--- src/rtl/intt_dispatch.sv ---
// intt_dispatch: accepts instructions, picks a free iNTT unit, logs the grant to the reorder buffer and starts it.
// Optional macro INTT_DISPATCH_RR_EN selects round-robin unit selection; default is lowest-index fixed priority.

`ifndef OPCODE_WIDTH
`define OPCODE_WIDTH 6
`endif
`ifndef LWE_BIT_WIDTH
`define LWE_BIT_WIDTH 10
`endif
`ifndef INTT_ID_WIDTH
`define INTT_ID_WIDTH 2
`endif
`ifndef AND
`define AND 3'd1
`endif

module intt_dispatch #(
   parameter int NUM_INTT  = 2,
   parameter int CNT_WIDTH = 16
) (
   input  logic                      clk,
   input  logic                      rst,
   input  logic                      in_valid,
   output logic                      in_ready,
   input  logic [`OPCODE_WIDTH-1:0]  in_opcode,
   input  logic [2:0]                in_gate,
   input  logic [`LWE_BIT_WIDTH-1:0] in_init_value,
   input  logic [3:0]                in_subs_factor,
   input  logic                      rob_full,
   output logic                      rob_wr_en,
   output logic [`OPCODE_WIDTH-1:0]  rob_opcode,
   output logic [2:0]                rob_gate,
   output logic [`LWE_BIT_WIDTH-1:0] rob_init_value,
   output logic [3:0]                rob_subs_factor,
   output logic [`INTT_ID_WIDTH-1:0] rob_iNTT_id,
   output logic [NUM_INTT-1:0]       intt_start,
   input  logic [NUM_INTT-1:0]       intt_done,
   output logic [NUM_INTT-1:0]       busy,
   output logic                      idle,
   output logic [CNT_WIDTH-1:0]      issue_count,
   output logic                      err_spurious_done
);

   localparam int IDW = `INTT_ID_WIDTH;

   logic                      rob_wr_en_q, rob_wr_en_d;
   logic [NUM_INTT-1:0]       intt_start_q, intt_start_d;
   logic [NUM_INTT-1:0]       busy_q, busy_d;
   logic [`OPCODE_WIDTH-1:0]  rob_opcode_q, rob_opcode_d;
   logic [2:0]                rob_gate_q, rob_gate_d;
   logic [`LWE_BIT_WIDTH-1:0] rob_init_value_q, rob_init_value_d;
   logic [3:0]                rob_subs_factor_q, rob_subs_factor_d;
   logic [IDW-1:0]            rob_id_q, rob_id_d;
   logic [CNT_WIDTH-1:0]      issue_count_q, issue_count_d;
   logic                      err_q, err_d;

   logic                      accept;
   logic [IDW-1:0]            sel;
   logic                      sel_found;
   logic [NUM_INTT-1:0]       sel_onehot;

   // The pending-write term stands in for the reorder buffer's full flag, which lags one cycle.
   assign in_ready = !rst && !rob_full && !rob_wr_en_q && (busy_q != {NUM_INTT{1'b1}});
   assign accept   = in_valid && in_ready;

`ifdef INTT_DISPATCH_RR_EN
   logic [IDW-1:0] ptr_q, ptr_d;

   // ptr_q holds the first candidate to try, i.e. the unit just after the last grant.
   always_comb begin
      sel       = '0;
      sel_found = 1'b0;
      for (int i = 0; i < NUM_INTT; i++) begin
         for (int k = 0; k < NUM_INTT; k++) begin
            if (!sel_found && !busy_q[k] && (k == (int'(ptr_q) + i) % NUM_INTT)) begin
               sel       = IDW'(k);
               sel_found = 1'b1;
            end
         end
      end
      ptr_d = accept ? IDW'((int'(sel) + 1) % NUM_INTT) : ptr_q;
   end

   always_ff @(posedge clk or posedge rst) begin
      if (rst) begin
         ptr_q <= '0;
      end else begin
         ptr_q <= ptr_d;
      end
   end
`else
   always_comb begin
      sel       = '0;
      sel_found = 1'b0;
      for (int k = 0; k < NUM_INTT; k++) begin
         if (!sel_found && !busy_q[k]) begin
            sel       = IDW'(k);
            sel_found = 1'b1;
         end
      end
   end
`endif

   for (genvar gi = 0; gi < NUM_INTT; gi++) begin : g_onehot
      assign sel_onehot[gi] = (sel == IDW'(gi));
   end

   always_comb begin
      rob_wr_en_d       = accept;
      intt_start_d      = accept ? sel_onehot : '0;
      rob_opcode_d      = accept ? in_opcode      : rob_opcode_q;
      rob_gate_d        = accept ? in_gate        : rob_gate_q;
      rob_init_value_d  = accept ? in_init_value  : rob_init_value_q;
      rob_subs_factor_d = accept ? in_subs_factor : rob_subs_factor_q;
      rob_id_d          = accept ? sel            : rob_id_q;
      // A selected unit was free at sampling, so it can never collide with its own done.
      busy_d            = (busy_q & ~intt_done) | (accept ? sel_onehot : '0);
      err_d             = err_q | (|(intt_done & ~busy_q));
      issue_count_d     = issue_count_q + CNT_WIDTH'(accept);
   end

   always_ff @(posedge clk or posedge rst) begin
      if (rst) begin
         rob_wr_en_q       <= 1'b0;
         intt_start_q      <= '0;
         busy_q            <= '0;
         rob_opcode_q      <= '0;
         rob_gate_q        <= '0;
         rob_init_value_q  <= '0;
         rob_subs_factor_q <= '0;
         rob_id_q          <= '0;
         issue_count_q     <= '0;
         err_q             <= 1'b0;
      end else begin
         rob_wr_en_q       <= rob_wr_en_d;
         intt_start_q      <= intt_start_d;
         busy_q            <= busy_d;
         rob_opcode_q      <= rob_opcode_d;
         rob_gate_q        <= rob_gate_d;
         rob_init_value_q  <= rob_init_value_d;
         rob_subs_factor_q <= rob_subs_factor_d;
         rob_id_q          <= rob_id_d;
         issue_count_q     <= issue_count_d;
         err_q             <= err_d;
      end
   end

   assign rob_wr_en         = rob_wr_en_q;
   assign intt_start        = intt_start_q;
   assign busy              = busy_q;
   assign rob_opcode        = rob_opcode_q;
   assign rob_gate          = rob_gate_q;
   assign rob_init_value    = rob_init_value_q;
   assign rob_subs_factor   = rob_subs_factor_q;
   assign rob_iNTT_id       = rob_id_q;
   assign issue_count       = issue_count_q;
   assign err_spurious_done = err_q;
   assign idle              = (busy_q == '0) && !rob_wr_en_q;

endmodule

--- config.mk ---
export PLATFORM = sky130hd
export DESIGN_NAME = intt_dispatch
export DESIGN_NICKNAME = d
export VERILOG_FILES = /design/src/rtl/intt_dispatch.sv
export SDC_FILE = /design/constraint.sdc
export NUM_CORES = 1
export LEC_CHECK = 0
export CORE_MARGIN = 3
export CORE_UTILIZATION = 42
export DETAILED_ROUTE_END_ITERATION = 8
export GPL_TIMING_DRIVEN = 0
export HOLD_SLACK_MARGIN = 0.06
export PLACE_DENSITY = 0.76
export RECOVER_POWER = 100
export SLEW_MARGIN = 0
export SYNTH_ARGS = -nofsm -noshare
export SYNTH_HDL_FRONTEND = slang
export SYNTH_SLANG_ARGS = --single-unit
--- constraint.sdc ---
create_clock -name clk -period 2.7 [get_ports clk]
set_clock_uncertainty 0.1 [all_clocks]
set_input_delay 0.54 -clock clk [delete_from_list [all_inputs] [get_ports clk]]
set_output_delay 0.54 -clock clk [all_outputs]
set_load 0.05 [all_outputs]
## Word level (Yosys, flattened, before mapping)

Index checks and enable logic that the tools add are counted.

- Register bits: 47
- Input port bits: 29
- Logic and storage cells: 34

- Add/sub/neg operators: 1
- Equality and inequality tests: 2
- Multiplexer cells: 2
- Bitwise gates (word level): 6
- Reduce and logical (&&, ||, !) cells: 13

Operators by type and width:

| cell | number |
|---|---|
| 16-bit by 1-bit adder with 16-bit output | 1 |
| 1-bit logical AND | 6 |
| 2-bit bitwise AND | 2 |
| 1-bit zero test | 4 |
| 2-bit zero test | 2 |
| 2-bit NOT | 2 |
| 2-bit 2-to-1 mux | 1 |
| 2-bit != test, second input constant | 1 |
| 2-bit bitwise OR | 1 |
| 2-bit OR reduction | 1 |
| 1-bit == test, second input constant | 1 |
| 1-bit 2-to-1 mux | 1 |
| 1-bit bitwise OR | 1 |

## Logic depth before layout (Yosys ltp)

- Word-level depth: 7
- Mapped depth: 10

## Worst setup path before layout

OpenSTA, ideal clock, no wires.

- Path kind: register -> register
- From: register busy_q[0], in the netlist busy[0]
- To: register issue_count_q[12], in the netlist issue_count[12]
- Library setup time: 0.146 ns
- Arrival: 2.875 ns
- Data required time: 2.454 ns
- Path slack: -0.421 ns
- Stages on the path, launching flop included: 11
- Path buffers: 2
- Cells stage by stage: dfrtp_1 -> a2111oi_4 -> nand2_2 -> buf_6 -> buf_6 -> inv_1 -> ha_1 -> ha_1 -> nand4_1 -> nor4_1 -> xor2_1

- Longest elaborated chain between the ends: 4

RTL lines:

| what | RTL line | source |
|---|---|---|
| start: declaration | 48 | `logic [NUM_INTT-1:0] busy_q, busy_d;` |
| start signal: assignment | 137 | `busy_q <= busy_d;` |
| 2-bit != test | 63 | `assign in_ready = !rst && !rob_full && !rob_wr_en_q && (busy_q != {NUM_INTT{1'b1}});` |
| 1-bit logical AND | 63 |  |
| named net in_ready | 24 | `output logic in_ready,` |
| 1-bit logical AND | 64 | `assign accept = in_valid && in_ready;` |
| named net accept | 57 | `logic accept;` |
| 16-bit by 1-bit adder with 16-bit output | 119 | `issue_count_d = issue_count_q + CNT_WIDTH'(accept);` |
| named net issue_count_d[12] | 54 | `logic [CNT_WIDTH-1:0] issue_count_q, issue_count_d;` |
| end signal: assignment | 143 | `issue_count_q <= issue_count_d;` |
| end: declaration | 54 |  |

The timed path passes the listed nets, and every way through them passes these cells.
A chain may end at the register's enable or synchronous reset.

## Final worst setup path

- From: input port rob_full
- To: register issue_count_q[14], in the netlist issue_count[14]

- Longest elaborated chain between the ends: 6

RTL lines:

| what | RTL line | source |
|---|---|---|
| start: declaration | 29 | `input logic rob_full,` |
| 1-bit zero test | 63 |  |
| 1-bit logical AND (3 in series) | 63 |  |
| 1-bit logical AND | 64 |  |
| named net accept | 57 |  |
| 16-bit by 1-bit adder with 16-bit output | 119 |  |
| named net issue_count_d[14] | 54 |  |

The timed path passes the listed nets, and every way through them passes these cells.

==> impl_metrics.py <==
metrics = {
    "status": {
        "status": "complete, but fails checks",
        "violations": "capacitance limit, slew limit",
    },
    "power": {
        "power_density_nw_per_um2": 816,
        "p_leak_nw": 1.29,
        "worst_ir_drop_vdd_mv": 0.611,
    },
    "global_routing": {
        "antenna_found_initial": 0,
        "track_usage_pct": 16.6,
        "grt_first_pass_wirelength_um": 6730,
        "first_global_vias": 1395,
        "grt_remaining_overflow": 0,
        "grt_start_max_net_pins": 47,
    },
    "logic_synthesis": {
        "ys_seq_elements": 46,
        "ys_seq_area_share_pct": 62.0,
        "synth_xor_area_share_pct": 6.61,
        "synth_cell_types": 23,
        "synthSimpleGateAreaFrac_pct": 8.02,
        "synth-adder-area-share_pct": 1.35,
        "synthMuxAreaShare_pct": 15.6,
        "syn_inst": 131,
        "synth_area_leaders": "dfrtp_1 62%, mux2_2 12%, mux2_4 4.0%, xor2_1 3.8%, xnor2_1 2.8%",
        "synth_top_area_share_pct": 62.0,
        "yosys.area.top_type": "dfrtp_1",
        "avgSynthCellArea_um2": 14.2,
        "synth_compound_area_share_pct": 2.70,
        "synth_top_family_by_area": "multiplexers",
        "yosysWarnings": 0,
        "synth_nets": 162,
        "syn_area_um2": 1860,
    },
    "sta": {
        "final.setup.tns_ns": 0,
        "finalHoldViolCount": 0,
        "slew_viol_final": 47,
        "worst-slew-pin-transition_ns": 1.66,
        "hold_ws_ns": 0.366,
        "relSlewSlack_pct": -10.7,
        "setup_viol": 0,
        "min_period_ns": 2.57,
        "timing.fmax_ghz": 0.389,
        "rsz0062_at_grt": "false",
        "period_share_pct": 95.2,
    },
    "die": {
        "die-area_um2": 5250,
        "io_pins": 78,
        "die_h_um": 72.5,
        "initial_core_util_pct": 44.8,
        "core_um2": 4140,
        "die_w_um": 72.5,
        "num_rows": 23,
    },
    "finish": {
        "post-route-util_pct": 68.9,
        "finalNonFillerCells": 266,
        "fill_cells": 299,
        "area_growth_pct": 53.9,
        "drive_gt1_share_pct": 19.0,
        "fin_nets": 246,
        "diodes": 0,
    },
    "critical_path": {
        "crit_required_ns": 2.83,
        "path_class": "input pin to register",
        "arrival_ns": 2.70,
        "crit_fanout": 10,
        "cp-end-kind": "register",
        "crit_path_start_kind": "input pin",
    },
    "detailed_routing": {
        "drtIter0Drc": 44,
        "wl_per_cell_um": 15.4,
        "num_vias": 1346,
        "ant_nets": 0,
        "drcViolationCount": 0,
        "first_pass_iters": 4,
        "vias_per_cell": 5.06,
        "routed_wl_um": 4100,
    },
    "clock_network": {
        "clockBufferDepth": 2,
        "cts.hold.buffers_added": 0,
        "clock_latency_ns": 0.29,
        "clk_pin_slew_ns": 0.08,
        "clock-sinks": 46,
        "htreeDepth": 2,
        "cts_buffers": 5,
        "cts_tree": "yes",
        "clockRootBuffer": "clkbuf_8",
    },
    "place": {
        "dpl.hpwl_um": 3070,
        "gp_congestion": 0.785,
        "placed_cells": 257,
        "numPortBuffers": 76,
    },
    "worst_hold_path": {
        "hp-class": "register to register",
    },
    "run": {
        "drv_cap": 1,
    },
}
power by group:
group	switching, mW	leakage, nW	total [mW]	internal [mW]
Clock	0.223	0.0714	0.617	0.394
Combinational	0.546	0.644	0.818	0.272
Sequential	0.0911	0.571	0.895	0.804
Total	0.860	1.29	2.33	1.47
timing repair:
item                                   CTS  global route
setup buffers                            1             0
pin swaps                                1             1
gates resized for setup                  1             1
setup endpoints to repair                6             6
endpoints found under the hold margin    0             0
sequential cells by signal, summed over array words and instances, names as in the netlist:
name and cells:
busy 2, err_spurious_done 1, intt_start 2, issue_count 16, rob_gate 3, rob_iNTT_id 1, rob_init_value 10, rob_opcode 6
rob_subs_factor 4, rob_wr_en 1
cells by family after synthesis:
kind of cell             count (synthesis)
AO/OA/AOI/OAI                            4
XOR/XNOR                                14
adder cells (fa/ha/maj)                  2
buffers and inverters                   12
flip-flops                              46
multiplexers                            24
other                                    1
AND/OR/NAND/NOR                         28
metrics by stage:
stage          area, µm²  total power [mW]  setup slack (ns)
4_1_cts             2870              2.42            0.0301
6_report            2860              2.33             0.129
3_5_place_dp        2730              1.80            -0.415
5_1_grt             2860              2.42            0.0111
3_3_place_gp        2730              1.78            -0.378
2_1_floorplan       1900              1.47            -0.266
layout by cell type, fill, tap and decap left out, types with 3 or more instances in the layout:
cell type	n
nand4_1	5
mux2_1	5
nand2_1	3
nor4_1	3
nor2_1	5
dfrtp_1	44
clkdlybuf4s50_1	26
dlygate4sd3_1	48
xnor2_1	6
inv_1	7
clkbuf_8	6
mux2_2	19
nand3_1	5
xor2_1	8
path summary, 6_finish.rpt:
kind,start,to,slack [ns],cells past startpoint
setup / recovery,rob_full,issue_count[14],0.13,12
hold / removal,issue_count[15],issue_count[15],0.37,1
setup reg to reg,busy[1],issue_count[14],0.22,11
hold reg to reg,issue_count[15],issue_count[15],0.37,1
max in group asynchronous,rst,busy[0],0.55,2
min in group asynchronous,rst,busy[1],0.88,2
layout make-up:
cell class                 count  area [µm²]  share of cell area [%]
sequential                    46        1150                    40.4
clock inverter                 2        60.1                    2.10
timing repair buffer          77         767                    26.9
buffer                         4        38.8                    1.36
clock buffer                   6        82.6                    2.89
tap                           50        62.6                    2.19
inverter                       8        32.5                    1.14
multi-input combinational     73         658                    23.0
worst max-delay path, cell delays in order:
cell	delay (ns)
clkdlybuf4s50_1	0.46
a2111oi_4	0.25
nand2_2	0.10
buf_6	0.16
buf_8	0.15
inv_4	0.06
ha_4	0.14
ha_4	0.14
nand4_1	0.10
buf_4	0.18
nor4_2	0.26
xor2_1	0.16
layer usage:
metal	track usage, %	vias to the layer above	routed length (µm)
met5	0	-	0
met4	4.92	0	51
met3	5.26	6	358
met2	27.9	65	1990
met1	20.6	651	1710
li1	-	624	-
synthesized netlist by cell type:
| cell | n |
|---|---|
| nor2_1 | 5 |
| nand2_1 | 3 |
| mux2_4 | 5 |
| o22ai_1 | 2 |
| a221o_1 | 1 |
| mux2_2 | 19 |
| ha_1 | 2 |
| buf_6 | 2 |
| a2111oi_4 | 1 |
| buf_2 | 1 |
| and4_1 | 1 |
| nand4_1 | 5 |
| conb_1 | 1 |
| buf_4 | 1 |
| nand3_1 | 5 |
| nor3_1 | 2 |
| dfrtp_1 | 46 |
| nor4_1 | 5 |
| xnor2_1 | 6 |
| inv_1 | 8 |
| xor2_1 | 8 |
| nand2_2 | 1 |
| or3_1 | 1 |
Note: power is estimated with default switching activity, not from simulation.
